[src/rtl/alu_pkg.sv]
// Shared encodings for the ALU control decoder and the iterative mul/div unit.
package alu_pkg;

    // ALUOp classes coming from the main decoder
    localparam logic [1:0] ALUOP_MEM = 2'b00;
    localparam logic [1:0] ALUOP_BR  = 2'b01;
    localparam logic [1:0] ALUOP_R   = 2'b10;
    localparam logic [1:0] ALUOP_I   = 2'b11;

    // Funct7 values that select instruction variants
    localparam logic [6:0] F7_BASE   = 7'b0000000;
    localparam logic [6:0] F7_ALT    = 7'b0100000;
    localparam logic [6:0] F7_MULDIV = 7'b0000001;

    // ALU Operation encodings
    localparam logic [3:0] OP_AND     = 4'b0000;
    localparam logic [3:0] OP_OR      = 4'b0001;
    localparam logic [3:0] OP_ADD     = 4'b0010;
    localparam logic [3:0] OP_XOR     = 4'b0011;
    localparam logic [3:0] OP_SUB     = 4'b0100;
    localparam logic [3:0] OP_SLT     = 4'b0101;
    localparam logic [3:0] OP_SLL     = 4'b0110;
    localparam logic [3:0] OP_SRL     = 4'b0111;
    localparam logic [3:0] OP_BEQ     = 4'b1000;
    localparam logic [3:0] OP_SRA     = 4'b1001;
    localparam logic [3:0] OP_BGE     = 4'b1010;
    localparam logic [3:0] OP_BNE     = 4'b1100;
    localparam logic [3:0] OP_MD_PASS = 4'b1111;

    // M-extension Funct3 codes
    localparam logic [2:0] F3_MUL    = 3'b000;
    localparam logic [2:0] F3_MULH   = 3'b001;
    localparam logic [2:0] F3_MULHSU = 3'b010;
    localparam logic [2:0] F3_MULHU  = 3'b011;
    localparam logic [2:0] F3_DIV    = 3'b100;
    localparam logic [2:0] F3_DIVU   = 3'b101;
    localparam logic [2:0] F3_REM    = 3'b110;
    localparam logic [2:0] F3_REMU   = 3'b111;

    // Mul/div sequencer states
    typedef enum logic [1:0] {
        S_IDLE = 2'b00,
        S_BUSY = 2'b01,
        S_DONE = 2'b10
    } md_state_e;

endpackage

[src/rtl/muldiv_iter.sv]
// Iterative multiply/divide datapath: one shift-add or restoring-divide bit per step.
// Operands are converted to magnitudes at load; the sign is applied to the final value.
module muldiv_iter
    import alu_pkg::*;
#(
    parameter int XLEN = 32
) (
    input  logic            clk,
    input  logic            rst_n,
    input  logic            start_i,
    input  logic            step_i,
    input  logic            clr_i,
    input  logic [2:0]      funct3_i,
    input  logic [XLEN-1:0] rs1_i,
    input  logic [XLEN-1:0] rs2_i,
    output logic            last_o,
    output logic [XLEN-1:0] result_o
);

    localparam int CW = $clog2(XLEN);

    logic [2*XLEN-1:0] p_q, p_d;
    logic [XLEN-1:0]   b_q;
    logic [2:0]        f3_q;
    logic              neg_q;
    logic [CW-1:0]     cnt_q;

    logic              a_sgn, b_sgn, a_neg, b_neg, neg_d;
    logic [XLEN-1:0]   a_mag, b_mag;

    logic [XLEN:0]     mul_sum;
    logic [XLEN:0]     shifted;
    logic              ge;
    logic [XLEN-1:0]   r_new;
    logic [2*XLEN-1:0] prod;
    logic [XLEN-1:0]   quo_rem;

    // MUL only needs the low half, which is sign-agnostic, so it runs unsigned
    assign a_sgn = (funct3_i == F3_MULH) || (funct3_i == F3_MULHSU) ||
                   (funct3_i == F3_DIV)  || (funct3_i == F3_REM);
    assign b_sgn = (funct3_i == F3_MULH) || (funct3_i == F3_DIV) || (funct3_i == F3_REM);
    assign a_neg = a_sgn & rs1_i[XLEN-1];
    assign b_neg = b_sgn & rs2_i[XLEN-1];
    assign a_mag = a_neg ? -rs1_i : rs1_i;
    assign b_mag = b_neg ? -rs2_i : rs2_i;
    // Remainder takes the dividend's sign; products and quotients take the xor
    assign neg_d = (funct3_i[2] && funct3_i[1]) ? a_neg : (a_neg ^ b_neg);

    // One iteration step; p_q holds {hi, lo} for multiply or {remainder, quotient} for divide
    always_comb begin
        p_d     = p_q;
        mul_sum = '0;
        shifted = '0;
        ge      = 1'b0;
        r_new   = '0;
        if (!f3_q[2]) begin
            mul_sum = {1'b0, p_q[2*XLEN-1:XLEN]} + (p_q[0] ? {1'b0, b_q} : '0);
            p_d     = {mul_sum, p_q[XLEN-1:1]};
        end else begin
            shifted = p_q[2*XLEN-1:XLEN-1];
            ge      = (shifted >= {1'b0, b_q});
            r_new   = ge ? (shifted[XLEN-1:0] - b_q) : shifted[XLEN-1:0];
            p_d     = {r_new, p_q[XLEN-2:0], ge};
        end
    end

    // Signed result of the value the current step produces (valid on the last step)
    always_comb begin
        prod    = neg_q ? -p_d : p_d;
        quo_rem = f3_q[1] ? p_d[2*XLEN-1:XLEN] : p_d[XLEN-1:0];
        if (!f3_q[2]) result_o = (f3_q[1:0] == 2'b00) ? prod[XLEN-1:0] : prod[2*XLEN-1:XLEN];
        else          result_o = neg_q ? -quo_rem : quo_rem;
    end

    assign last_o = (cnt_q == CW'(XLEN-1));

    // Operand load, iteration register and step counter
    always_ff @(posedge clk or negedge rst_n) begin
        if (!rst_n) begin
            p_q   <= '0;
            b_q   <= '0;
            f3_q  <= '0;
            neg_q <= 1'b0;
            cnt_q <= '0;
        end else if (clr_i) begin
            cnt_q <= '0;
        end else if (start_i) begin
            p_q   <= {{XLEN{1'b0}}, a_mag};
            b_q   <= b_mag;
            f3_q  <= funct3_i;
            neg_q <= neg_d;
            cnt_q <= '0;
        end else if (step_i) begin
            p_q   <= p_d;
            cnt_q <= last_o ? '0 : cnt_q + 1'b1;
        end
    end

endmodule

[src/rtl/alu_mdu_controller.sv]
// ALU control decoder plus IDLE/BUSY/DONE sequencer for the iterative mul/div unit.
module alu_mdu_controller
    import alu_pkg::*;
#(
    parameter int XLEN = 32,
    parameter int OPW  = 4
) (
    input  logic            clk,
    input  logic            rst_n,
    input  logic [1:0]      ALUOp,
    input  logic [6:0]      Funct7,
    input  logic [2:0]      Funct3,
    input  logic            in_valid,
    input  logic            flush,
    input  logic [XLEN-1:0] rs1_data,
    input  logic [XLEN-1:0] rs2_data,
    output logic [OPW-1:0]  Operation,
    output logic            illegal,
    output logic            stall,
    output logic            md_valid,
    output logic [XLEN-1:0] md_result
);

    md_state_e       state_q;
    logic            md_valid_q;
    logic [XLEN-1:0] md_result_q;

    logic [3:0]      op_c;
    logic            ill_c;
    logic            is_m, accept, div_zero, ovf, special;
    logic [XLEN-1:0] special_res;
    logic            mdu_last;
    logic [XLEN-1:0] mdu_res;

    // Operation decode; anything not explicitly legal falls to AND with illegal set
    always_comb begin
        op_c  = OP_AND;
        ill_c = 1'b1;
        unique case (ALUOp)
            ALUOP_MEM: begin op_c = OP_ADD; ill_c = 1'b0; end
            ALUOP_BR: begin
                ill_c = 1'b0;
                case (Funct3)
                    3'b000:  op_c = OP_BEQ;
                    3'b001:  op_c = OP_BNE;
                    3'b100:  op_c = OP_SLT;
                    3'b101:  op_c = OP_BGE;
                    default: ill_c = 1'b1;
                endcase
            end
            ALUOP_R: begin
                if (Funct7 == F7_MULDIV) begin
                    op_c = OP_MD_PASS; ill_c = 1'b0;
                end else if (Funct7 == F7_BASE) begin
                    ill_c = 1'b0;
                    case (Funct3)
                        3'b000:  op_c = OP_ADD;
                        3'b010:  op_c = OP_SLT;
                        3'b100:  op_c = OP_XOR;
                        3'b110:  op_c = OP_OR;
                        3'b111:  op_c = OP_AND;
                        default: ill_c = 1'b1;
                    endcase
                end else if (Funct7 == F7_ALT && Funct3 == 3'b000) begin
                    op_c = OP_SUB; ill_c = 1'b0;
                end
            end
            ALUOP_I: begin
                // ADDI/SLTI carry immediate bits in Funct7, so it is not checked there
                ill_c = 1'b0;
                case (Funct3)
                    3'b000: op_c = OP_ADD;
                    3'b010: op_c = OP_SLT;
                    3'b001: if (Funct7 == F7_BASE) op_c = OP_SLL; else ill_c = 1'b1;
                    3'b101: begin
                        if      (Funct7 == F7_BASE) op_c = OP_SRL;
                        else if (Funct7 == F7_ALT)  op_c = OP_SRA;
                        else                        ill_c = 1'b1;
                    end
                    default: ill_c = 1'b1;
                endcase
            end
            default: ;
        endcase
    end

    assign Operation = OPW'(op_c);
    assign illegal   = ill_c;

    // Acceptance and the two corner cases that finish without iterating
    assign is_m     = (ALUOp == ALUOP_R) && (Funct7 == F7_MULDIV);
    assign accept   = (state_q == S_IDLE) && in_valid && is_m && !flush;
    assign div_zero = Funct3[2] && (rs2_data == '0);
    assign ovf      = ((Funct3 == F3_DIV) || (Funct3 == F3_REM)) &&
                      (rs1_data == {1'b1, {(XLEN-1){1'b0}}}) && (rs2_data == '1);
    assign special  = div_zero || ovf;
    assign special_res = div_zero ? (Funct3[1] ? rs1_data : '1)
                                  : (Funct3[1] ? '0 : rs1_data);

    assign stall     = accept || (state_q == S_BUSY);
    assign md_valid  = md_valid_q && !flush;
    assign md_result = md_result_q;

    muldiv_iter #(.XLEN(XLEN)) u_muldiv (
        .clk      (clk),
        .rst_n    (rst_n),
        .start_i  (accept && !special),
        .step_i   ((state_q == S_BUSY) && !flush),
        .clr_i    (flush),
        .funct3_i (Funct3),
        .rs1_i    (rs1_data),
        .rs2_i    (rs2_data),
        .last_o   (mdu_last),
        .result_o (mdu_res)
    );

    // Sequencer: flush wins over everything, DONE lasts exactly one cycle
    always_ff @(posedge clk or negedge rst_n) begin
        if (!rst_n) begin
            state_q     <= S_IDLE;
            md_valid_q  <= 1'b0;
            md_result_q <= '0;
        end else begin
            md_valid_q <= 1'b0;
            if (flush) begin
                state_q <= S_IDLE;
            end else begin
                case (state_q)
                    S_IDLE: begin
                        if (accept) begin
                            if (special) begin
                                state_q     <= S_DONE;
                                md_valid_q  <= 1'b1;
                                md_result_q <= special_res;
                            end else begin
                                state_q <= S_BUSY;
                            end
                        end
                    end
                    S_BUSY: begin
                        if (mdu_last) begin
                            state_q     <= S_DONE;
                            md_valid_q  <= 1'b1;
                            md_result_q <= mdu_res;
                        end
                    end
                    S_DONE:  state_q <= S_IDLE;
                    default: state_q <= S_IDLE;
                endcase
            end
        end
    end

endmodule

[config.mk]
export PLATFORM = sky130hd
export DESIGN_NAME = alu_mdu_controller
export DESIGN_NICKNAME = d
export VERILOG_FILES = /design/src/rtl/alu_pkg.sv /design/src/rtl/muldiv_iter.sv /design/src/rtl/alu_mdu_controller.sv
export SDC_FILE = /design/constraint.sdc
export NUM_CORES = 1
export LEC_CHECK = 0
export BUFFER_PORTS_ARGS = -buffer_cell sky130_fd_sc_hd__buf_2
export CORE_AREA = 2 2 158 238
export DETAILED_ROUTE_END_ITERATION = 7
export DIE_AREA = 0 0 160 240
export PLACE_DENSITY_LB_ADDON = 0.08
export SLEW_MARGIN = 20
export SYNTH_ARGS = -nofsm -noshare
export SYNTH_HDL_FRONTEND = slang
export SYNTH_HIERARCHICAL = 1
export SYNTH_SLANG_ARGS = --single-unit
[constraint.sdc]
create_clock -name clk -period 5.5 [get_ports clk]
set_input_delay 0.275 -clock clk [delete_from_list [all_inputs] [get_ports clk]]
set_output_delay 0.275 -clock clk [all_outputs]
set_load 0.01 [all_outputs]
Word-level counts from Yosys, hierarchy flattened --
Cells that the tools add are included.
Cells by class: $add $sub $neg 7, multiply operators 0, div/mod/pow operators 0, magnitude comparators 1, eq/ne operators 20, shift operators 0, muxes and demuxes 54, bitwise logic cells 4, reductions and logical operators 38
Operators with widths (count):
- two-way mux 32 bit | 14
- two-way mux 64 bit | 4
- negator 32 bit | 3
- equality test 32 bit, second input constant | 2
- negator 64 bit | 1
- case mux 32 bit (2 select lines) | 1
- case mux 4 bit (4 select lines) | 3
- adder 32 x 33 -> 33 bit | 1
- >= comparator 33 x 32 -> 1 bit | 1
- logical NOT 32 bit | 1
- subtractor 32 bit | 1
- two-way mux 5 bit | 4
- two-way mux 4 bit | 4
- two-way mux 1 bit | 13
- equality test 3 bit, second input constant | 4
- logical AND 1 bit | 12
- case mux 3 bit (4 select lines) | 1
- logical OR 1 bit | 8
- two-way mux 2 bit | 4
- equality test 7 x 1 -> 1 bit, second input constant | 1
- equality test 7 x 6 -> 1 bit, second input constant | 1
- logical NOT 7 bit | 1
- logical NOT 2 bit | 3
- two-way mux 3 bit | 2
- 26 further kinds | 34
Storage, ports and cells: register bits 140, bits in latches 0, bits in writable memories 0, ROM bits 0, input port bits 80, output and inout port bits 39, logic and storage cells 132, memories 0

Longest topological paths before layout --
Gate-level depths: netlist of the first run.
depth in word-level cells 9, mapped depth 27, gate-level depth less buffers 23

Modules after synthesis --
Netlist of the first run, hierarchy kept.
Modules (own cells, without submodules):
- muldiv_iter | instances 1, cells each 2161, area an instance 15496.1 um2, sequential area each 2627.5 um2
- alu_mdu_controller | instances 1, cells each 326, area an instance 2827.7 um2, sequential area each 875.8 um2

Worst setup path after synthesis of the first run --
No wires, ideal clock.
path type flip-flop to flip-flop, start point reg u_muldiv.f3_q[2], end point reg md_result_q[26], in the netlist md_result[26], setup time 125 ps, data arrival time 5851 ps, data required time 5375 ps, setup slack -476 ps, stages on the path, launching flop included 26, path buffers 9, clock period less this slack 5976 ps, cell sequence dfrtp_1 -> clkbuf_1 -> clkbuf_1 -> buf_2 -> buf_2 -> buf_2 -> buf_2 -> buf_2 -> buf_1 -> mux2i_1 -> ha_1 -> o21ai_1 -> or4_1 -> clkbuf_1 -> nor3b_1 -> nand3b_1 -> a311oi_1 -> and4_1 -> nand4b_1 -> nor4_2 -> nor3_1 -> or3b_1 -> a22o_1 -> nand2_1 -> o21ai_0 -> mux2_4
On the way: cells in the longest elaborated chain, start to end 7, elaborated cells on any way between the ends 10, those cells by class add/sub: 2; mux: 8
RTL lines:
- start, declared | line muldiv_iter.sv:24 | logic [2:0] f3_q;
- start signal, assigned | line muldiv_iter.sv:90 | f3_q <= funct3_i;
- two-way mux 64 bit | line muldiv_iter.sv:56 | if (!f3_q[2]) begin
- negator 64 bit or two-way mux 32 bit (tied branches) | line muldiv_iter.sv:69, muldiv_iter.sv:70
- two-way mux 64 bit or negator 32 bit (tied branches) | line muldiv_iter.sv:69, muldiv_iter.sv:72
- two-way mux 32 bit (on tied branches) | line muldiv_iter.sv:71, muldiv_iter.sv:72
- two-way mux 32 bit (*) | line muldiv_iter.sv:71 | if (!f3_q[2]) result_o = (f3_q[1:0] == 2'b00) ? prod[XLEN-1:0] : prod[2*XLEN-1:XLEN];
- via mdu_res[26] | line alu_mdu_controller.sv:33 | logic [XLEN-1:0] mdu_res;
- two-way mux 32 bit (*) | line alu_mdu_controller.sv:141 | if (mdu_last) begin
- case mux 32 bit (2 select lines) (*) | line alu_mdu_controller.sv:128 | case (state_q)
- end signal, assigned | line alu_mdu_controller.sv:134 | md_result_q <= special_res;
- end signal, assigned | line alu_mdu_controller.sv:144 | md_result_q <= mdu_res;
- end, declared | line alu_mdu_controller.sv:26 | logic [XLEN-1:0] md_result_q;
Mark *: on every way through the listed nets, which the timed path passes. The rest lies on a longest branch. The select of a mux whose other input is x is not followed. A chain may end at the register's enable or synchronous reset.

Worst setup path in the final report of the first run --
start point reg u_muldiv.p_q[31], end point reg md_result_q[18], in the netlist md_result[18]
On the way: cells in the longest elaborated chain, start to end 9, elaborated cells on any way between the ends 13, those cells by class add/sub: 3; order compare: 1; mux: 9
RTL lines:
- start, declared | line muldiv_iter.sv:22 | logic [2*XLEN-1:0] p_q, p_d;
- start signal, assigned | line muldiv_iter.sv:88 | p_q <= {{XLEN{1'b0}}, a_mag};
- start signal, assigned | line muldiv_iter.sv:94 | p_q <= p_d;
- subtractor 32 bit or >= comparator 33 x 32 -> 1 bit (tied branches) | line muldiv_iter.sv:62, muldiv_iter.sv:61
- two-way mux 32 bit | line muldiv_iter.sv:62 | r_new = ge ? (shifted[XLEN-1:0] - b_q) : shifted[XLEN-1:0];
- two-way mux 64 bit (*) | line muldiv_iter.sv:56
- negator 64 bit or two-way mux 32 bit (tied branches) | line muldiv_iter.sv:69, muldiv_iter.sv:70
- two-way mux 64 bit or negator 32 bit (tied branches) | line muldiv_iter.sv:69, muldiv_iter.sv:72
- two-way mux 32 bit (on tied branches) | line muldiv_iter.sv:71, muldiv_iter.sv:72
- two-way mux 32 bit (*) | line muldiv_iter.sv:71
- via mdu_res[18] | line alu_mdu_controller.sv:33
- two-way mux 32 bit (*) | line alu_mdu_controller.sv:141
- case mux 32 bit (2 select lines) (*) | line alu_mdu_controller.sv:128
Marked as above.

==> impl_metrics.toml, run 1 <==
[setup_path]
critical_path_arrival_ps = 5730
critPathCaptureType = "flip-flop"
worstSetupPathType = "reg2reg"
r2r_slack_ps = 110
required_ps = 5840
critical_path.startpoint = "u_muldiv/p_q[31]"
cp_max_fo = 4
r2r_end = "md_result[18]"
r2r-start = "u_muldiv/p_q[31]"
start_kind = "flip-flop"
reg2regPathDepth = 21

[routing]
first_pass_iters = 8
postRouteAntennaNets = 0
drc_errors = 0
first_iter_violations = 2106
wl_per_cell_um = 25.4
dr_total_vias = 21350
vias_per_cell = 6.64
drt_wl_total_um = 81600

[sta]
setup_viol = 0
fin_setup_tns_ps = 0
rsz0062_at_grt = "yes"
fin_crit_sh = 0.981
tightest_slew_ps = 1010
min_period_ps = 5390
finalHoldViolCount = 0
slew_headroom = 0.324
drv_slew = 0
fin_skew_ps = 11.4
fmax_ghz = 0.185

[clock_network]
cts-buffers-inserted = 17
clkLatencyLatePin_ps = 450
clkSlewWorstSetupHoldPaths_ps = 60
clock-sinks = 140
htree_levels = 4
cts_tree = "yes"
cts_buffer_depth = 2
ctsRootBufferMaster = "clkbuf_16"

[global_route]
grt.total_usage = 0.416
grt_pass1_wl_um = 122000
grt_pass1_vias = 20488
antenna_found_initial = 2
overflow = 0
grt_max_degree = 82

[hold_path]
whs_endpoint = "u_muldiv/b_q[8]"
hold_start = "rs2_data[8]"
hold_depth = 3
hold_path_class = "in2reg"

[floorplan]
die_h_um = 240
core_area_um2 = 36400
start_util = 0.504
die_w_um = 160
ios = 119
fp.dieArea_um2 = 38400
rows = 86

[placed_design]
placed_cell_area_um2 = 20700
place.port_buffers = 118
globalplace.congestion = 1.05
dpl.hpwl_um = 63900

[yosys]
ys_types = 117
synthFlopType = "dfrtp_1"
yosysMostFrequentCell = "nand2_1"
seq_area_frac_synth = 0.191
avgSynthCellArea_um2 = 7.37
syn_nets = 2639
synth.area.top_cells = "dfrtp_1, o21ai_0, nand2_1"
synth_edf_count = 0
synth_common_cells = "nand2_1, o21ai_0, a21oi_1, nor2_1, dfrtp_1"
async_reset_ff_frac = 1.00
synth_largest_area_cell = "dfrtp_1"
ys_ff_latch = 140
synth_top_cell_area_share = 0.191
yosysWarnings = 6
synth_cells = 2487
synth_area_um2 = 18300

[finish]
area_growth_syn_to_layout_pct = 18.1
design_area_um2 = 21600
multi_input_area_um2 = 14000
layout.nets = 2870
fillerInstances = 3544
drive_above_1_share = 0.214
final-seq-area_um2 = 3510

[status]
run_status = "finished, final reports clean"

[flow_run]
drv_cap = 0

[pwr]
ir_drop_v = 0.000201
leakagePower_nw = 9.55
power-per-cell-area_nw_per_um2 = 154
==> per-layer routing <==
layer	wire (um)	vias up	GRT usage
li1	-	9675	-
met1	30500	10214	0.478
met2	38200	1163	0.700
met3	5550	298	0.0518
met4	7350	0	0.329
met5	0	-	0
==> critical path: stages (launching register included) <==
cell       delay [ps]
dfrtp_1           420
inv_1             120
ha_1              190
inv_1              60
fa_1              410
a21o_1            210
a221o_1           450
a31oi_1           270
mux2_2            370
o211ai_1          210
nand2_1           250
a2111oi_4         390
nand2_1           170
nor4_1            530
buf_4             210
a31oi_1           110
xnor2_1           210
a221oi_1          120
buf_4             180
nand2_1            50
o21ai_0            80
mux2_2            270
==> what timing repair did <==
| item | in CTS | in global routing |
|---|---|---|
| hold buffers | 1 | 0 |
| setup endpoints to repair | 10 | 18 |
| setup buffers | 1 | 11 |
| gates cloned | 0 | 0 |
| hold endpoints to repair | 80 | 0 |
| pin swaps | 1 | 23 |
| resized for setup | 4 | 39 |
==> kinds of logic (layout without fill, tap and decap cells) <==
logic type | Yosys count | after routing | synth area share
compound gates | 878 | 878 | 0.316
xor+xnor | 151 | 151 | 0.0722
fa+ha+maj | 72 | 72 | 0.0500
buf+inv | 249 | 492 | 0.0591
flops | 140 | 140 | 0.191
mux | 96 | 96 | 0.0628
other cells | 0 | 1 | 0
simple gates | 901 | 901 | 0.249
==> sequential cells by signal, indices dropped and copies added (netlist names) <==
signal,cells
u_muldiv/cnt_q,5
u_muldiv/neg_q,1
u_muldiv/f3_q,3
u_muldiv/p_q,64
md_result,32
state_q,2
u_muldiv/b_q,32
md_valid_q,1
==> where the power goes <==
group / total, mW / switching (mW) / internal (mW)
registers: 1.08 / 0.0281 / 1.05
clock network: 1.18 / 0.503 / 0.675
logic: 1.07 / 0.663 / 0.403
==> worst max path at each step <==
| stage | cells after the start | to | slack [ps] |
|---|---|---|---|
| floorplan | 25 | md_result[26] | 10 |
| global placement | 21 | md_result[31] | -320 |
| detailed placement | 21 | md_result[31] | -360 |
| CTS | 24 | md_result[26] | 20 |
| global route | 25 | md_result[26] | -60 |
| finish | 21 | md_result[18] | 110 |
==> stage by stage <==
| stage | std cells | hold WS [ps] | power, mW | utilization | setup slack, ps |
|---|---|---|---|---|---|
| after floorplan | 2487 | -20.6 | 1.66 | - | 13.2 |
| after global placement | 3171 | 367 | 2.10 | 0.570 | -323 |
| after detailed placement | 3171 | 373 | 2.11 | 0.570 | -357 |
| after CTS | 3204 | 156 | 3.28 | 0.587 | 18.7 |
| after global routing | 3214 | 177 | 3.44 | 0.595 | -61.7 |
| final | 3215 | 167 | 3.32 | 0.595 | 105 |
==> area by class of cell <==
cell class              count  area share
diodes                      1    0.000116
multi-input cells        2098       0.647
flip-flops and latches    140       0.162
repair buffers            391       0.124
well taps                 484      0.0280
inverters                  70      0.0121
clock inverters            11     0.00561
clock buffers              20      0.0206
==> placed cells by master, fill, tap and decap left out, drive strengths merged, types with 40 or more instances in the layout <==
cell	netlist	final
mux2	51	51
nand4	40	40
and2	52	52
dfrtp	140	140
inv	69	69
xor2	62	62
a21boi	40	40
nor2	188	188
buf	55	390
nand3	46	46
mux2i	44	44
nand2	285	285
a21oi	193	193
xnor2	89	89
nor3	89	89
o21ai	269	269
ha	70	70
a31oi	40	40
Power figures use the tool's default switching activity.
==> run 2, diff against run 1 <==
--- a/config.mk
+++ b/config.mk
@@ -9,7 +9,8 @@
 export CORE_AREA = 2 2 158 238
 export DETAILED_ROUTE_END_ITERATION = 7
 export DIE_AREA = 0 0 160 240
-export PLACE_DENSITY_LB_ADDON = 0.08
+export PLACE_DENSITY = 0.71
+export SKIP_CTS_REPAIR_TIMING = 1
 export SLEW_MARGIN = 20
 export SYNTH_ARGS = -nofsm -noshare
 export SYNTH_HDL_FRONTEND = slang
==> impl_metrics.toml, run 2 (synthesized netlist as in run 1, its figures left out) <==
[finish]
final_util = 0.601
largest-register = "u_muldiv/p_q"
largest_reg_flops = 64
drive_above_1_share = 0.219
layout.nets = 2902
layout.cells.non_filler = 3247
layout_common_cells = "buf_4, nand2_1, o21ai_0"
area_growth_syn_to_layout_pct = 19.3
final_common_cell = "buf_4"

[global_route]
grt_pass1_vias = 20590
grt_pass1_wl_um = 123000
grt.total_usage = 0.419
grt_max_degree = 86
overflow = 0
antenna_found_initial = 2

[sta]
fmax_ghz = 0.187
tightest_slew_ps = 1030
rsz0062_at_grt = "yes"
fin_setup_tns_ps = 0
finalHoldViolCount = 0
setup_viol = 0
fin_crit_sh = 0.974
min_period_ps = 5350
slew_headroom = 0.307
drv_slew = 0
fin_skew_ps = 15.5

[routing]
postRouteAntennaNets = 0
drc_errors = 0
drt_wl_total_um = 81800
dr_total_vias = 21411
wl_per_cell_um = 25.2
vias_per_cell = 6.59
first_iter_violations = 2049
first_pass_iters = 6

[floorplan]
core_area_um2 = 36400
die_h_um = 240
rows = 86
ios = 119
die_w_um = 160
start_util = 0.504
fp.dieArea_um2 = 38400

[pwr]
ir_drop_v = 0.000152
power-per-cell-area_nw_per_um2 = 159
p_int_mw = 2.27
p_switching_mw = 1.21
leakagePower_nw = 9.75
seqPwrFrac = 0.310
power_frac_clock = 0.381
switching_share = 0.347
p_total_mw = 3.47
combPwrFrac = 0.309

[status]
run_status = "finished, final reports clean"

[setup_path]
critical_path.startpoint = "u_muldiv/b_q[31]"
critical_path_arrival_ps = 5700
critPathCaptureType = "flip-flop"
worstPathCellList = "inv_1, ha_1, nand4b_1, nor2_1, a22oi_2, and3b_2, a31oi_1, buf_4, inv_1, ha_1, o21ai_1, or4_4, nor3b_4, nand3b_1, a311oi_1, and4_1, and4b_1, a21oi_1, a2111oi_0, a21oi_1, nand2_1, o21ai_0, mux2_4"
critPathMaxStageDelay_ps = 550
crit_path_top_delay_cell = "or4_4"
worstSetupPathType = "reg2reg"
required_ps = 5840
r2r-start = "u_muldiv/b_q[31]"
start_kind = "flip-flop"
cp_max_fo = 5

[placed_design]
dpl.hpwl_um = 64200
globalplace.congestion = 1.10
place.port_buffers = 118
dpl.cell_count = 3209

[clock_network]
clkSlewWorstSetupHoldPaths_ps = 70
cts-buffers-inserted = 17
clock-sinks = 140
htree_levels = 4
cts_buffer_depth = 2
cts_tree = "yes"
ctsRootBufferMaster = "clkbuf_16"
clkLatencyLatePin_ps = 460

[hold_path]
hold_path_class = "in2reg"
hold_start = "rs2_data[9]"

[flow_run]
drv_cap = 0
## run 2: final timing paths
path / to / slack [ps] / cells past startpoint
max reg2reg: md_result[20] / 150 / 23
min in group asynchronous: state_q[1] / 390 / 2
min: u_muldiv/b_q[9] / 180 / 3
max in group asynchronous: u_muldiv/f3_q[1] / 3610 / 3
min reg2reg: u_muldiv/b_q[5] / 510 / 2
max: md_result[20] / 150 / 23
## run 2: stage by stage
| stage | hold WS [ps] | cell area, um^2 | setup WS (ps) |
|---|---|---|---|
| final | 184 | 21900 | 145 |
| after global routing | 197 | 21900 | -14.4 |
| after CTS | -129 | 21700 | -180 |
| after detailed placement | 350 | 21100 | -134 |
| after global placement | 341 | 21100 | -27.1 |
| after floorplan | -20.6 | 18300 | 13.2 |
## run 2: critical path, delay by kind of cell (launching register included)
family / cells / cell delay [ps]
and+or+nand+nor: 9 / 2300
AOI/OAI and AO/OA: 8 / 1420
adders and majority gates: 2 / 480
buffers and inverters: 3 / 400
DFF: 1 / 370
muxes: 1 / 260
## run 2: per-layer routing
metal / vias to the layer above / global-route usage / wire length (um)
li1: 9765 / - / -
met1: 10248 / 0.487 / 30700
met2: 1100 / 0.709 / 38100
met3: 296 / 0.0455 / 5400
met4: 2 / 0.323 / 7590
met5: - / 0 / 13
## run 2: area by class of cell
class,count,area (um^2)
Antenna cell,1,2.50
Clock buffer,20,437
Clock inverter,11,194
Fill cell,3603,14500
Inverter,70,263
Multi-Input combinational cell,2098,13900
Sequential cell,140,3510
Tap cell,484,606
Timing Repair Buffer,423,2950
## run 2: power by group through the flow
stage	sequential [mW]	clock (mW)	combinational, mW
3_3_place_gp	1.09	0	1.02
4_1_cts	1.08	1.33	1.03
2_1_floorplan	1.09	0	0.576
5_1_grt	1.08	1.35	1.14
3_5_place_dp	1.10	0	1.03
6_report	1.08	1.32	1.07
